===== src/rtl/countdown_pkg.sv =====
// Shared definitions for the countdown control stage: FSM encodings,
// the default preset, the BCD zero constant and the BCD validity helper.
package countdown_pkg;

    typedef enum logic [1:0] {
        ST_IDLE    = 2'b00,
        ST_RUNNING = 2'b01,
        ST_PAUSED  = 2'b10,
        ST_DONE    = 2'b11
    } state_t;

    // {dozens[1:0], units[3:0]} loaded into the counter on start (BCD 30)
    localparam logic [5:0] PRESET_DEFAULT = 6'b11_0000;
    localparam logic [5:0] BCD_ZERO       = 6'b00_0000;

    // A value is invalid when the units digit is not BCD, or when it exceeds 30.
    function automatic logic bcd_invalid(input logic [1:0] dz, input logic [3:0] un);
        return (un > 4'd9) || ((dz == 2'd3) && (un != 4'd0));
    endfunction

endpackage


===== src/rtl/countdown_ctrl_if.sv =====
// Link between the control stage and the BCD countdown counter.
// The controller (master) drives the strobes and preset and reads the digits.
interface countdown_ctrl_if;
    logic [1:0] dozens;
    logic [3:0] units;
    logic       count_en;
    logic       load;
    logic [5:0] preset_value;

    modport master (
        input  dozens,
        input  units,
        output count_en,
        output load,
        output preset_value
    );

    modport slave (
        output dozens,
        output units,
        input  count_en,
        input  load,
        input  preset_value
    );
endinterface


===== src/rtl/btn_debounce.sv =====
// Active-low push-button conditioner: two-flop synchronizer, stability
// counter, and a one-cycle press pulse on the debounced falling edge.
// A held button produces a single press; release must also be stable.
module btn_debounce #(
    parameter int DB_CYCLES = 1_000_000
) (
    input  logic clock,
    input  logic reset,
    input  logic btn_raw,
    output logic press
);
    localparam int CW = (DB_CYCLES > 1) ? $clog2(DB_CYCLES + 1) : 1;
    localparam logic [CW-1:0] CNT_LAST = CW'(DB_CYCLES - 1);

    logic          sync1_r;
    logic          sync2_r;
    logic          level_r;
    logic [CW-1:0] cnt_r;
    logic          press_r;
    logic          stable_s;

    assign stable_s = (cnt_r == CNT_LAST);
    assign press    = press_r;

    // Bring the asynchronous button into the clock domain (idle level is high).
    always_ff @(posedge clock or negedge reset) begin
        if (!reset) begin
            sync1_r <= 1'b1;
            sync2_r <= 1'b1;
        end else begin
            sync1_r <= btn_raw;
            sync2_r <= sync1_r;
        end
    end

    // Accept a new level only after it differs from the current one for DB_CYCLES cycles.
    always_ff @(posedge clock or negedge reset) begin
        if (!reset) begin
            cnt_r   <= '0;
            level_r <= 1'b1;
            press_r <= 1'b0;
        end else begin
            press_r <= 1'b0;
            if (sync2_r == level_r) begin
                cnt_r <= '0;
            end else if (stable_s) begin
                cnt_r   <= '0;
                level_r <= sync2_r;
                press_r <= ~sync2_r;
            end else begin
                cnt_r <= cnt_r + CW'(32'd1);
            end
        end
    end

endmodule


===== src/rtl/countdown_ctrl.sv =====
// Control stage for the 30-to-0 BCD countdown counter: button handling,
// run/pause/done FSM, one-second prescaler, load strobe, expiry and
// invalid-BCD detection. Every output except the constant preset is a flop.
module countdown_ctrl
    import countdown_pkg::*;
#(
    parameter int         TICK_DIV  = 50_000_000,
    parameter int         DB_CYCLES = 1_000_000,
    parameter logic [5:0] PRESET    = PRESET_DEFAULT
) (
    input  logic             clock,
    input  logic             reset,
    input  logic             start_btn,
    input  logic             pause_btn,
    countdown_ctrl_if.master cnt,
    output logic [1:0]       state,
    output logic             running,
    output logic             done,
    output logic             bcd_err
);
    localparam int PW = (TICK_DIV > 1) ? $clog2(TICK_DIV) : 1;
    localparam logic [PW-1:0] PRESC_LAST = PW'(TICK_DIV - 1);

    state_t        state_r;
    state_t        state_nxt_s;
    logic          load_r;
    logic          load_nxt_s;
    logic          count_en_r;
    logic          running_r;
    logic          done_r;
    logic          bcd_err_r;
    logic [PW-1:0] presc_r;
    logic [1:0]    mask_r;

    logic          start_press_s;
    logic          pause_press_s;
    logic          zero_s;
    logic          invalid_s;
    logic          masked_s;
    logic          err_s;
    logic          tick_s;

    btn_debounce #(.DB_CYCLES(DB_CYCLES)) u_start_db (
        .clock   (clock),
        .reset   (reset),
        .btn_raw (start_btn),
        .press   (start_press_s)
    );

    btn_debounce #(.DB_CYCLES(DB_CYCLES)) u_pause_db (
        .clock   (clock),
        .reset   (reset),
        .btn_raw (pause_btn),
        .press   (pause_press_s)
    );

    // The counter only shows the loaded value two cycles after a load, so the
    // value checks are masked meanwhile to ignore a stale 00 or stale bad digit.
    assign zero_s    = ({cnt.dozens, cnt.units} == BCD_ZERO);
    assign invalid_s = bcd_invalid(cnt.dozens, cnt.units);
    assign masked_s  = (mask_r != 2'd0);
    assign err_s     = bcd_err_r | (invalid_s & ~masked_s);
    assign tick_s    = (presc_r == PRESC_LAST);

    // Next-state and load decision; start always wins over pause.
    always_comb begin
        state_nxt_s = state_r;
        load_nxt_s  = 1'b0;
        case (state_r)
            ST_IDLE: begin
                if (start_press_s) begin
                    state_nxt_s = ST_RUNNING;
                    load_nxt_s  = 1'b1;
                end else begin
                    state_nxt_s = ST_IDLE;
                end
            end
            ST_RUNNING: begin
                if (start_press_s) begin
                    state_nxt_s = ST_RUNNING;
                    load_nxt_s  = 1'b1;
                end else if (err_s) begin
                    state_nxt_s = ST_RUNNING;
                end else if (pause_press_s) begin
                    state_nxt_s = ST_PAUSED;
                end else if (zero_s && !masked_s) begin
                    state_nxt_s = ST_DONE;
                end else begin
                    state_nxt_s = ST_RUNNING;
                end
            end
            ST_PAUSED: begin
                if (start_press_s) begin
                    state_nxt_s = ST_RUNNING;
                    load_nxt_s  = 1'b1;
                end else if (err_s) begin
                    state_nxt_s = ST_PAUSED;
                end else if (pause_press_s) begin
                    state_nxt_s = ST_RUNNING;
                end else begin
                    state_nxt_s = ST_PAUSED;
                end
            end
            ST_DONE: begin
                if (start_press_s) begin
                    state_nxt_s = ST_RUNNING;
                    load_nxt_s  = 1'b1;
                end else begin
                    state_nxt_s = ST_DONE;
                end
            end
            default: begin
                state_nxt_s = ST_IDLE;
                load_nxt_s  = 1'b0;
            end
        endcase
    end

    // State register plus registered status and load strobe.
    always_ff @(posedge clock or negedge reset) begin
        if (!reset) begin
            state_r   <= ST_IDLE;
            load_r    <= 1'b0;
            running_r <= 1'b0;
            done_r    <= 1'b0;
        end else begin
            state_r   <= state_nxt_s;
            load_r    <= load_nxt_s;
            running_r <= (state_nxt_s == ST_RUNNING);
            done_r    <= (state_nxt_s == ST_DONE);
        end
    end

    // Prescaler advances only while running, keeps its phase across a pause,
    // and restarts from zero on every load.
    always_ff @(posedge clock or negedge reset) begin
        if (!reset) begin
            presc_r    <= '0;
            count_en_r <= 1'b0;
        end else begin
            count_en_r <= 1'b0;
            if (load_nxt_s) begin
                presc_r <= '0;
            end else if (state_r == ST_RUNNING) begin
                if (tick_s) begin
                    presc_r    <= '0;
                    count_en_r <= ~zero_s & ~err_s;
                end else begin
                    presc_r <= presc_r + PW'(32'd1);
                end
            end else begin
                presc_r <= presc_r;
            end
        end
    end

    // Load mask window and sticky invalid-BCD flag (cleared only by a load).
    always_ff @(posedge clock or negedge reset) begin
        if (!reset) begin
            mask_r    <= 2'd0;
            bcd_err_r <= 1'b0;
        end else begin
            if (load_nxt_s) begin
                mask_r    <= 2'd2;
                bcd_err_r <= 1'b0;
            end else begin
                if (masked_s) begin
                    mask_r <= mask_r - 2'd1;
                end else begin
                    mask_r <= 2'd0;
                end
                if (invalid_s && !masked_s) begin
                    bcd_err_r <= 1'b1;
                end else begin
                    bcd_err_r <= bcd_err_r;
                end
            end
        end
    end

    assign cnt.count_en     = count_en_r;
    assign cnt.load         = load_r;
    assign cnt.preset_value = PRESET;
    assign state            = state_r;
    assign running          = running_r;
    assign done             = done_r;
    assign bcd_err          = bcd_err_r;

endmodule

===== src/flat_wrapper.sv =====
// flat-port wrapper written by rule: the top's interface ports become plain ports
module countdown_ctrl_flat import countdown_pkg::*;
#(
    parameter int         TICK_DIV  = 50_000_000,
    parameter int         DB_CYCLES = 1_000_000,
    parameter logic [5:0] PRESET    = PRESET_DEFAULT
)
  (clock, reset, start_btn, pause_btn, state, running, done, bcd_err, cnt_dozens, cnt_units, cnt_count_en, cnt_load, cnt_preset_value);
  countdown_ctrl_if cnt_i ();
  input  logic clock;
  input  logic reset;
  input  logic start_btn;
  input  logic pause_btn;
  output logic [1:0] state;
  output logic running;
  output logic done;
  output logic bcd_err;
  input wire logic [$bits(cnt_i.dozens)-1:0] cnt_dozens;
  input wire logic [$bits(cnt_i.units)-1:0] cnt_units;
  output wire logic [$bits(cnt_i.count_en)-1:0] cnt_count_en;
  output wire logic [$bits(cnt_i.load)-1:0] cnt_load;
  output wire logic [$bits(cnt_i.preset_value)-1:0] cnt_preset_value;
  assign cnt_i.dozens = cnt_dozens;
  assign cnt_i.units = cnt_units;
  assign cnt_count_en = cnt_i.count_en;
  assign cnt_load = cnt_i.load;
  assign cnt_preset_value = cnt_i.preset_value;
  countdown_ctrl #(.TICK_DIV(TICK_DIV), .DB_CYCLES(DB_CYCLES), .PRESET(PRESET)) u_core (.clock(clock), .reset(reset), .start_btn(start_btn), .pause_btn(pause_btn), .cnt(cnt_i), .state(state), .running(running), .done(done), .bcd_err(bcd_err));
endmodule

===== config.mk =====
export PLATFORM = sky130hd
export DESIGN_NAME = countdown_ctrl_flat
export DESIGN_NICKNAME = d
export VERILOG_FILES = /design/src/rtl/countdown_pkg.sv /design/src/rtl/countdown_ctrl_if.sv /design/src/rtl/btn_debounce.sv /design/src/rtl/countdown_ctrl.sv /design/src/flat_wrapper.sv
export SDC_FILE = /design/constraint.sdc
export NUM_CORES = 1
export LEC_CHECK = 0
export CORE_MARGIN = 4
export CORE_UTILIZATION = 62
export CTS_BUF_LIST = sky130_fd_sc_hd__clkbuf_4
export CTS_CLUSTER_SIZE = 12
export DETAILED_ROUTE_END_ITERATION = 7
export PLACE_DENSITY_LB_ADDON = 0.12
export SETUP_SLACK_MARGIN = 0.15
export SLEW_MARGIN = 5
export SYNTH_ARGS = -nofsm -noshare
export SYNTH_HDL_FRONTEND = slang
export SYNTH_SLANG_ARGS = --single-unit

===== constraint.sdc =====
create_clock -name clock -period 2.9 [get_ports clock]
set_clock_uncertainty 0.05 [all_clocks]
set_input_delay 0.435 -clock clock [delete_from_list [all_inputs] [get_ports clock]]
set_output_delay 0.435 -clock clock [all_outputs]
set_load 0.02 [all_outputs]

==> summary.txt <==
Timing
  • Setup violators final: 0
  • Worst Max-Slew Pin Slew: between 0.8 and 0.9 ns
  • Hold Fails Final Rpt: 0
  • Fin Setup TNS: 0 ns
  • RSZ-0062 raised after global routing: false
  • Fin. max-slew vios: 0
  • WHS: around 0.3 ns
  • Slew headroom: 40.2%
  • FMAX: 0.393 GHz
  • Tmin final: 2.55 ns
  • Tcrit/Tclk final: 87.8%
  • Final setup margin: around 0.35 ns

Global routing
  • Total track usage: 23.1%
  • Largest net degree at the start of global routing: 45
  • GRT overflow: 0
  • Initial antenna violation count: 0
  • Vias in the first global route: 3,314
  • First-pass GRT wire length: 15,300 microns

Synthesis
  • FF+latch count, synth: a little over 80
  • Post-synth cell types: 55
  • Sequential-to-total area share from yosys stat: 49.7%
  • Yosys Warn Count: 0
  • Syn_area_per_cell: between 9 and 10 sq um
  • Ys async rst share: 100%
  • Yosys top cell by area: dfrtp_1
  • Top post-synthesis cells by area: dfrtp_1 (46%), nor2_1 (6.3%), xnor2_1 (5.4%)
  • Mapped Cells: around 440
  • Number of synthesized flops with an enable pin: 0
  • Prevailing post-synth register cell: dfrtp_1
  • Post-synth top area share: 45.9%
  • Post-Syn Area: 4190 sq um

Clocking
  • Clock-pin transition on the worst setup and hold timing paths: 0.13 ns
  • Clk buf depth: 2
  • H-tree depth: 3
  • Root Driver: clkbuf_4
  • Inserted Clock Buffers: 9
  • Worst-skew pair later-pin latency: 0.44 ns
  • CTS tree: yes
  • Post-CTS setup buffer count: 0
  • Sink Count: between 80 and 90

Critical path
  • Worst-path maximum fanout: 5
  • CP Data Required Time: around 3.2 ns
  • Startpoint Class: flop
  • Crit path capture type: flop
  • CP max-delay cell: or4b_4
  • CP peak stage delay: 0.56 ns
  • CP Cell Sequence: or4b_4 -> or4_4 -> nor4_2 -> o21ai_0 -> a32o_1
  • Arrival @ worst endpoint: 2.84 ns
  • Critical path type: reg2reg

Worst hold path
  • Worst hold path type: reg2reg

Routing
  • Vias per inst: 6.18
  • Final WL: 8700 microns
  • WL/cell: 16.0 microns
  • Pre-Repair DR Iteration Count: 5
  • DRC: 0
  • Final antenna-violating net count: 0
  • DR iter-0 viols: 237
  • Total number of vias: 3,356

Cells and area
  • Commonest non-fill, non-tap cell in the layout: dfrtp_1
  • N_diodes: 0
  • Share of cells above drive strength 1: 8.37%
  • Nets: 474
  • Synthesis-to-layout area growth: 9.90%
  • Most frequent cells in the layout: dfrtp_1 (77), nor2_1 (70), nand2_1 (37), nand3_1 (29), xnor2_1 (26)

Place
  • Port Buffer Count: 16
  • GPL Wtd Cong: 0.917
  • DP HPWL: between 6000 and 7000 microns
  • Worst slack, placed: 0.398 ns

Die
  • Die Wd: about 90 microns
  • Full die area: just over 8000 sq um
  • Core footprint: 6460 sq um
  • Ports: 23
  • Std cell rows: 29
  • Initial Util: around 65%
  • Die height: 90.2 microns

Pwr
  • Power per cell area: 490 nW/um^2
  • Peak VDD IR: just under 0.0003 V
  • Leak: approximately 1.9 nW

Run status
  • Status: finished clean

Flow run
  • Max_cap viols: 0
-- layout make-up --
type / count / area, sq um
timing repair buffer: 26 / 235
multi-input combinational: 332 / 2010
clock inverter: 7 / 82.6
clock buffer: 9 / 67.6
sequential: 83 / 2080
inverter: 9 / 33.8
fill: 508 / 1850
tap: 77 / 96.3
-- through the flow --
| step | total power, W | utilization [%] | area (sq um) | cells |
|---|---|---|---|---|
| global placement | 0.00152 | 68.9 | 4450 | 526 |
| finish | 0.00226 | 71.4 | 4610 | 543 |
| floorplan | 0.00146 | - | 4210 | 439 |
| detailed placement | 0.00154 | 68.9 | 4450 | 526 |
| global route | 0.00236 | 71.4 | 4610 | 543 |
| CTS | 0.00227 | 71.4 | 4610 | 543 |
-- critical path: cells and delay by family, from the launching register on --
family	cells	cell delay, ns
and+or+nand+nor	3	1.55
DFF	1	0.45
AOI/OAI and AO/OA	2	0.41
-- final timing paths --
kind / from / end / slack, ns / depth (start not counted)
worst max register to register: u_core.presc_r[16] / u_core.presc_r[5] / 0.35 / 5
max in group asynchronous: reset / u_core.u_start_db.sync1_r / 1.58 / 3
worst min-delay path: u_core.u_start_db.sync1_r / u_core.u_start_db.sync2_r / 0.30 / 0
min in group asynchronous: reset / u_core.bcd_err / 0.47 / 2
worst min register to register: u_core.u_start_db.sync1_r / u_core.u_start_db.sync2_r / 0.30 / 0
worst max-delay path: u_core.presc_r[16] / u_core.presc_r[5] / 0.35 / 5
-- report_power, final --
group | total (W) | switching (W) | internal [W]
combinational | 0.000224 | 0.000128 | 0.0000958
clock | 0.000738 | 0.000399 | 0.000339
sequential | 0.00130 | 0.0000765 | 0.00122
-- flip-flops by register name, summed over array words and instances (netlist names) --
register / cells
u_core.presc_r: 26
u_core.u_pause_db.sync1_r: 1
u_core.done: 1
u_core.state: 2
u_core.u_pause_db.cnt_r: 20
u_core.u_start_db.press: 1
u_core.u_pause_db.press: 1
u_core.u_start_db.sync2_r: 1
u_core.u_pause_db.sync2_r: 1
u_core.mask_r: 2
u_core.u_pause_db.level_r: 1
u_core.cnt.count_en: 1
u_core.cnt.load: 1
u_core.u_start_db.cnt_r: 20
u_core.u_start_db.sync1_r: 1
u_core.running: 1
u_core.u_start_db.level_r: 1
u_core.bcd_err: 1
-- kinds of logic after synthesis --
kind of cell	Yosys count	share of synthesized area (%)
other cells	2	0.179
buf+inv	24	2.74
fa+ha+maj	3	0.895
simple gates	232	29.1
flops	83	49.7
xor+xnor	49	10.2
compound gates	38	6.18
mux	4	1.01
-- repair_timing --
action / CTS / global route
hold buffers: 1 / 0
resized for setup: 0 / 0
hold endpoints to repair: 39 / 0
-- per-layer routing --
metal  GRT usage, %  vias to the layer above  routed length, microns
li1               -                     1583                       -
met1           30.2                     1652                    3860
met2           37.0                       96                    4230
met3           4.01                       25                     382
met4           11.7                        0                     231
met5              0                        -                       0
-- synthesized netlist by cell type (5+ instances only) --
| master | count |
|---|---|
| dfrtp_1 | 77 |
| nor2_1 | 70 |
| nand2_1 | 37 |
| nand3_1 | 29 |
| xnor2_1 | 26 |
| xor2_1 | 23 |
| nor4_1 | 16 |
| and3_1 | 14 |
| nor3_1 | 12 |
| nand4_1 | 11 |
| a21oi_1 | 9 |
| inv_1 | 8 |
| and4_1 | 6 |
| buf_4 | 6 |
| clkbuf_1 | 6 |
| dfstp_2 | 6 |
| o21ai_0 | 6 |
| or4_1 | 6 |
| nor4b_1 | 5 |
No activity file was read; power rests on OpenSTA's default activity.
